<file path="config.mk">
export PLATFORM = sky130hd
export DESIGN_NAME = queue_write_module
export DESIGN_NICKNAME = d
export VERILOG_FILES = /design/src/rtl/queue_write_module_pkg.sv /design/src/rtl/queue_write_module_ptr_ctrl.sv /design/src/rtl/queue_write_module.sv
export SDC_FILE = /design/constraint.sdc
export NUM_CORES = 1
export LEC_CHECK = 0
export CELL_PAD_IN_SITES_DETAIL_PLACEMENT = 0
export CELL_PAD_IN_SITES_GLOBAL_PLACEMENT = 1
export CORE_MARGIN = 3
export CORE_UTILIZATION = 56
export CTS_BUF_LIST = sky130_fd_sc_hd__clkbuf_4
export CTS_CLUSTER_DIAMETER = 150
export DETAILED_ROUTE_END_ITERATION = 8
export MAX_ROUTING_LAYER = met4
export PLACE_DENSITY = 0.85
export SYNTH_ARGS = -nofsm -noshare
export SYNTH_HDL_FRONTEND = slang
export SYNTH_SLANG_ARGS = --single-unit
</file>
<file path="constraint.sdc">
create_clock -name clk -period 2.95 [get_ports clk]
set_input_delay 0.4425 -clock clk [delete_from_list [all_inputs] [get_ports clk]]
set_output_delay 0.4425 -clock clk [all_outputs]
set_load 0.005 [all_outputs]
</file>
<file path="src/rtl/queue_write_module_pkg.sv">
// Shared defaults for KPN channel queues: token width, log2 depth and the reset token value.
package queue_write_module_pkg;

    localparam int BITS_NUMBER_DEF   = 16;
    localparam int FIFO_ELEMENTS_DEF = 5;

    localparam logic [BITS_NUMBER_DEF-1:0] TOKEN_ZERO = '0;

    function automatic int depth_of(input int fifo_elements);
        return 1 << fifo_elements;
    endfunction

endpackage

</file>
<file path="src/rtl/queue_write_module_ptr_ctrl.sv">
// Pointer, level and flag bookkeeping for the channel FIFO; enables are combinational, state updates next edge.
// A write is accepted when full only if a read frees a slot in the same cycle; reads never bypass writes.
module queue_ptr_ctrl
    import queue_write_module_pkg::*;
#(
    parameter int FIFO_ELEMENTS = FIFO_ELEMENTS_DEF
) (
    input  logic                     clk,
    input  logic                     reset,
    input  logic                     wr,
    input  logic                     rd,
    output logic                     wr_en,
    output logic                     rd_en,
    output logic [FIFO_ELEMENTS-1:0] w_ptr,
    output logic [FIFO_ELEMENTS-1:0] r_ptr,
    output logic [FIFO_ELEMENTS:0]   level,
    output logic                     full,
    output logic                     empty
);

    localparam logic [FIFO_ELEMENTS:0]   LVL_ONE = (FIFO_ELEMENTS+1)'(1);
    localparam logic [FIFO_ELEMENTS:0]   LVL_MAX = (FIFO_ELEMENTS+1)'(depth_of(FIFO_ELEMENTS));
    localparam logic [FIFO_ELEMENTS-1:0] PTR_ONE = FIFO_ELEMENTS'(1);

    logic [FIFO_ELEMENTS:0] level_nxt;

    // Reads are gated by the registered empty flag, so a same-cycle write is never visible.
    assign rd_en = rd && !empty;
    assign wr_en = wr && (!full || rd);

    always_comb begin
        level_nxt = level;
        if (wr_en && !rd_en) begin
            level_nxt = level + LVL_ONE;
        end else if (rd_en && !wr_en) begin
            level_nxt = level - LVL_ONE;
        end
    end

    always_ff @(posedge clk) begin
        if (reset) begin
            w_ptr <= '0;
            r_ptr <= '0;
            level <= '0;
            full  <= 1'b0;
            empty <= 1'b1;
        end else begin
            if (wr_en) begin
                w_ptr <= w_ptr + PTR_ONE;
            end
            if (rd_en) begin
                r_ptr <= r_ptr + PTR_ONE;
            end
            level <= level_nxt;
            full  <= (level_nxt == LVL_MAX);
            empty <= (level_nxt == '0);
        end
    end

endmodule

</file>
<file path="src/rtl/queue_write_module.sv">
// Write end of a KPN channel: buffers producer tokens, registered read data one cycle after rd.
// Producers block on full; a write rejected while full (no read) is dropped and latches overflow.
module queue_write_module
    import queue_write_module_pkg::*;
#(
    parameter int BITS_NUMBER   = BITS_NUMBER_DEF,
    parameter int FIFO_ELEMENTS = FIFO_ELEMENTS_DEF
) (
    input  logic                     clk,
    input  logic                     reset,
    input  logic                     wr,
    input  logic [BITS_NUMBER-1:0]   input_1,
    input  logic                     rd,
    output logic [BITS_NUMBER-1:0]   output_1,
    output logic                     valid,
    output logic                     full,
    output logic                     empty,
    output logic [FIFO_ELEMENTS:0]   level,
    output logic                     overflow
);

    localparam int DEPTH = depth_of(FIFO_ELEMENTS);

    logic [BITS_NUMBER-1:0]   array_reg [0:DEPTH-1];
    logic                     wr_en;
    logic                     rd_en;
    logic [FIFO_ELEMENTS-1:0] w_ptr;
    logic [FIFO_ELEMENTS-1:0] r_ptr;

    queue_ptr_ctrl #(
        .FIFO_ELEMENTS (FIFO_ELEMENTS)
    ) u_ptr_ctrl (
        .clk   (clk),
        .reset (reset),
        .wr    (wr),
        .rd    (rd),
        .wr_en (wr_en),
        .rd_en (rd_en),
        .w_ptr (w_ptr),
        .r_ptr (r_ptr),
        .level (level),
        .full  (full),
        .empty (empty)
    );

    // Storage is deliberately not reset; reset still blocks the write through the enable.
    always_ff @(posedge clk) begin
        if (wr_en && !reset) begin
            array_reg[w_ptr] <= input_1;
        end
    end

    always_ff @(posedge clk) begin
        if (reset) begin
            output_1 <= BITS_NUMBER'(TOKEN_ZERO);
            valid    <= 1'b0;
            overflow <= 1'b0;
        end else begin
            valid <= rd_en;
            if (rd_en) begin
                output_1 <= array_reg[r_ptr];
            end
            if (wr && full && !rd) begin
                overflow <= 1'b1;
            end
        end
    end

endmodule

</file>
# Yosys cells after proc, flatten, opt, wreduce, memory -nomap -nowiden
# Memory sizes are Yosys's and may differ from the RTL's. A register that Yosys moved wholly into a read port is not among the register bits.
# Cells that the tools add are included.
# op_classes
n_eq_ne	1
n_mux	4
addsub	4
reduce_logical	15
# op_table
operator	n
$mux 6	2
$add 5x1->5 const B	2
$logic_and 1x1->1	7
$add 6x1->6 const B	1
$eq 6x6->1 const B	1
$logic_not 1->1	6
$logic_not 6->1	1
$sub 6x1->6 const B	1
$mux 1	2
$logic_or 1x1->1	1
# totals
word_cells	32
ram_bits	512
reg_bits	20
output_inout_bits	26
n_memories	1
# mem_list
name	words	word_bits	rd	rd_ports_with_merged_regs	write_ports	line	rtl
array_reg	32	16	1	1	1	queue_write_module.sv:24	logic [BITS_NUMBER-1:0] array_reg [0:DEPTH-1];

# Longest topological paths before layout
# depth
ltp_word	8
ltp_mapped	9
mapped_depth_nobuf	7

# By module
# A second synthesis with hierarchy kept.
# hier_totals
hier_cells	1259
hier_area_um2	21668.3
# by_module_without_submodules
module	n_inst	area_per_inst_um2	seq_area_each_um2	cells_each
queue_write_module	1	20673.6	15735.1	1156
queue_ptr_ctrl	1	994.7	360.3	103

# Worst setup path after synthesis
# OpenSTA, ideal clock, no wires.
# synth_timing
path_kind	in2reg
startpoint	input port wr
endpoint	memory array_reg[22][0] (netlist bit), enable pin
n_path_buf	2
slack_ps	431
arrival_ps	2131
t_required_ps	2562
stages	6
cell_sequence	clkbuf_1 -> inv_1 -> nor2_1 -> clkbuf_1 -> nand2_1 -> nor2_1
# synth_between
elab_chain_cells	4
# synth_rtl
element	line	rtl
start: declaration	queue_write_module.sv:11	input logic wr,
$logic_and 1x1->1	queue_write_module_ptr_ctrl.sv:29	assign wr_en = wr && (!full || rd);
$logic_and 1x1->1	queue_write_module.sv:48	if (wr_en && !reset) begin
$mux 1	queue_write_module.sv:48	
$mux 1 (implied by the code)	queue_write_module.sv:49	array_reg[w_ptr] <= input_1;
end: declaration	queue_write_module.sv:24	
# No other way between the ends.

==> impl_results.md <==
- Critical-path maximum fanout: 37
- First-pass GRT wire length: 69400 um
- Synthesized cell area: 21100 um^2
- Multi-input combinational cell area: 4660 um^2
- Max clock buf depth: 3
- Fmax: 387 MHz
- FF+latch count, synth: 548
- Worst hold slack: 450 ps
- Final nets: 1276
- Setup TNS: 0 ps
- Layout cells sized above 1: 30.0%
- # resized after CTS: 0
- TritonCTS clock tree: yes
- Reg2reg end: output_1[2]
- Worst Skew: 50.8 ps
- TritonCTS buffer count: 136
- IO Port Bufs: 45
- Final Total Pwr: 16300 uW
- Total internal power: 12600 uW
- Reg2reg setup slack: 360 ps
- Clock share of power: 38.0%
- Gr usage total: 24.0%
- Worst EP required: 3610 ps
- Status: finished, final reports clean
- Number of flip-flops under the largest register name: 512
- Worst r2r path cells: 6
- Final Hold Fails: 0
- First-pass DRT Iterations: 5
- Clock root cell: clkbuf_4
- Gr ovfl total: 0
- Top Ports: 46
- CP Capture Type: register
- Final GP Congestion: 0.852
- Syn Area/Cell: 20.3 um^2
- Syn Inst Count: 1041
- FF-to-FF Start: u_ptr_ctrl.r_ptr[0]
- DR vias: 11200
- P_leak: 0.00786 uW
- Setup CP Type: register to register
- Synthesized Nets: 1068
- # H-tree levels: 4
- Core area: 36900 um^2
- Final ANT Viol Nets: 0
- Final cycle utilization of the critical path: 87.7%
- Period minus WS final: 2590 ps
- DRC Markers: 0
- Sw frac: 22.6%
- Initial DRC count: 1090
- Row cnt: 70
- CP Launch Type: register
- Avg WL per Cell: 25.0 um
- Max_slew headroom: 36.5%
- Vias in the first global route: 11300
- Worst-Margin Slew: 952 ps
- # setup viols final: 0
- Die ar.: 40100 um^2
- Initial antenna violation count: 2
- DP Wirelength: 27400 um
- Worst EP arrival: 3250 ps
- Syn. warnings: 0
- Hold Buf Count CTS: 0
- RSZ-0062 raised after global routing: false
- Hold EP: overflow
- Worst-Skew Late Latency: 790 ps
- Worst vdd ir: 386 uV
- Layout area overhead: 15.0%
- Postcts setup bufs: 0
- Net Sw Power: 3670 uW
- Cell Pwr Density: 670 nW/um^2
- Drt total wl: 46400 um
- Hold path depth: 3
- Main synth FF type: edfxtp_1
- EDFF count, synth: 512
- Register area share after synthesis: 76.3%
- DR vias/cell: 6.04
- Fillers: 2445
- Chip Height: 200 um
- Register clock-pin slew on the reported worst setup and hold paths: 70 ps
- FF+latch area: 16100 um^2
- Die width: 200 um
- Final Slew Violations: 0
- Synth unique cells: 44
- HP Start: wr
- Clock Sinks: 548
- Hold Path Class: input pin to register
- Max cap viols: 0
- Initial Util: 57.2%
- Logic pwr share: 9.0%
- Largest net degree at the start of global routing: 54
- Seq pwr share: 53.1%
- Async SR Flop Fraction: 0%
critical path, cell delays in order, from the launching register on:
cell     delay (ps)
dfxtp_4         380
buf_12          270
buf_4           350
mux4_2          550
a22oi_1         530
a21oi_1         150
a22o_1          190
final cells by class:
class / count / area share (%)
timing repair buffer: 128 / 4.68
clock buffer: 199 / 6.16
tap: 504 / 2.60
inverter: 7 / 0.108
sequential: 548 / 66.4
antenna: 1 / 0.0103
multi-input combinational: 428 / 19.2
clock inverter: 36 / 0.882
power groups by stage:
stage | Sequential [uW] | Combinational [uW] | Clock [uW]
global route | 8630 | 1560 | 6740
CTS | 8630 | 1470 | 6320
global placement | 8790 | 1450 | 0
finish | 8630 | 1460 | 6170
detailed placement | 8790 | 1470 | 0
floorplan | 8780 | 940 | 0
how the worst max path moves through the flow:
stage,from,to
after floorplan,wr,array_reg[22][0]
after global placement,wr,array_reg[14][3]
after detailed placement,wr,array_reg[26][5]
after CTS,u_ptr_ctrl.r_ptr[0],output_1[11]
after global routing,u_ptr_ctrl.r_ptr[0],output_1[4]
final,u_ptr_ctrl.r_ptr[0],output_1[2]
synthesized netlist by cell type, drive strengths merged (5+ instances only):
| cell type | n | area share, % |
|---|---|---|
| buf | 27 | 1.0 |
| a22o | 30 | 1.2 |
| nor2b | 8 | 0.24 |
| o221ai | 17 | 0.71 |
| xor2 | 7 | 0.29 |
| nand4 | 7 | 0.21 |
| o22ai | 17 | 0.50 |
| edfxtp | 512 | 73 |
| dfxtp | 36 | 3.4 |
| ha | 7 | 0.41 |
| mux4 | 97 | 10 |
| nand3 | 6 | 0.14 |
| a2111oi | 16 | 1.1 |
| nor2 | 53 | 0.94 |
| nand2 | 21 | 0.37 |
| xnor2 | 5 | 0.21 |
| inv | 7 | 0.12 |
| a22oi | 16 | 0.57 |
| a21oi | 35 | 0.83 |
| clkbuf | 31 | 0.55 |
| mux2i | 63 | 3.0 |
per-stage QoR:
stage	setup slack, ps	area [um^2]	cells	utilization (%)
after global routing	218	24300	1851	65.8
after detailed placement	171	22600	1615	61.2
after global placement	202	22600	1615	61.2
final	363	24300	1851	65.8
after CTS	416	24300	1850	65.8
after floorplan	431	21100	1041	-
per-layer routing:
layer	up-vias	share of wire [%]	wire, um	global-route usage [%]
met4	0	3.1	1440	9.86
met1	5723	40	18500	32.4
met3	79	8.8	4060	6.00
li1	4832	-	-	-
met2	547	48	22400	35.8
met5	-	0	0	-
cell families after synthesis:
kind of cell	count (synthesis)	synth area share, %
AOI/OAI and AO/OA	141	5.33
adders and majority gates	7	0.415
xor gates and xnor gates	12	0.498
buffers and inverters	65	1.72
and+or+nand+nor	108	2.33
muxes	160	13.4
DFF	548	76.3
placed cells by master, fill, tap and decap left out, drive strengths merged, types with 21 or more instances in the layout:
cell type,Yosys,layout
a21oi,35,35
a22o,30,30
buf,27,83
clkbuf,31,199
clkdlybuf4s50,0,45
clkinv,0,27
dfxtp,36,36
edfxtp,512,512
mux2i,63,63
mux4,97,97
nand2,21,21
nor2,53,53
Power figures use the tool's default switching activity.
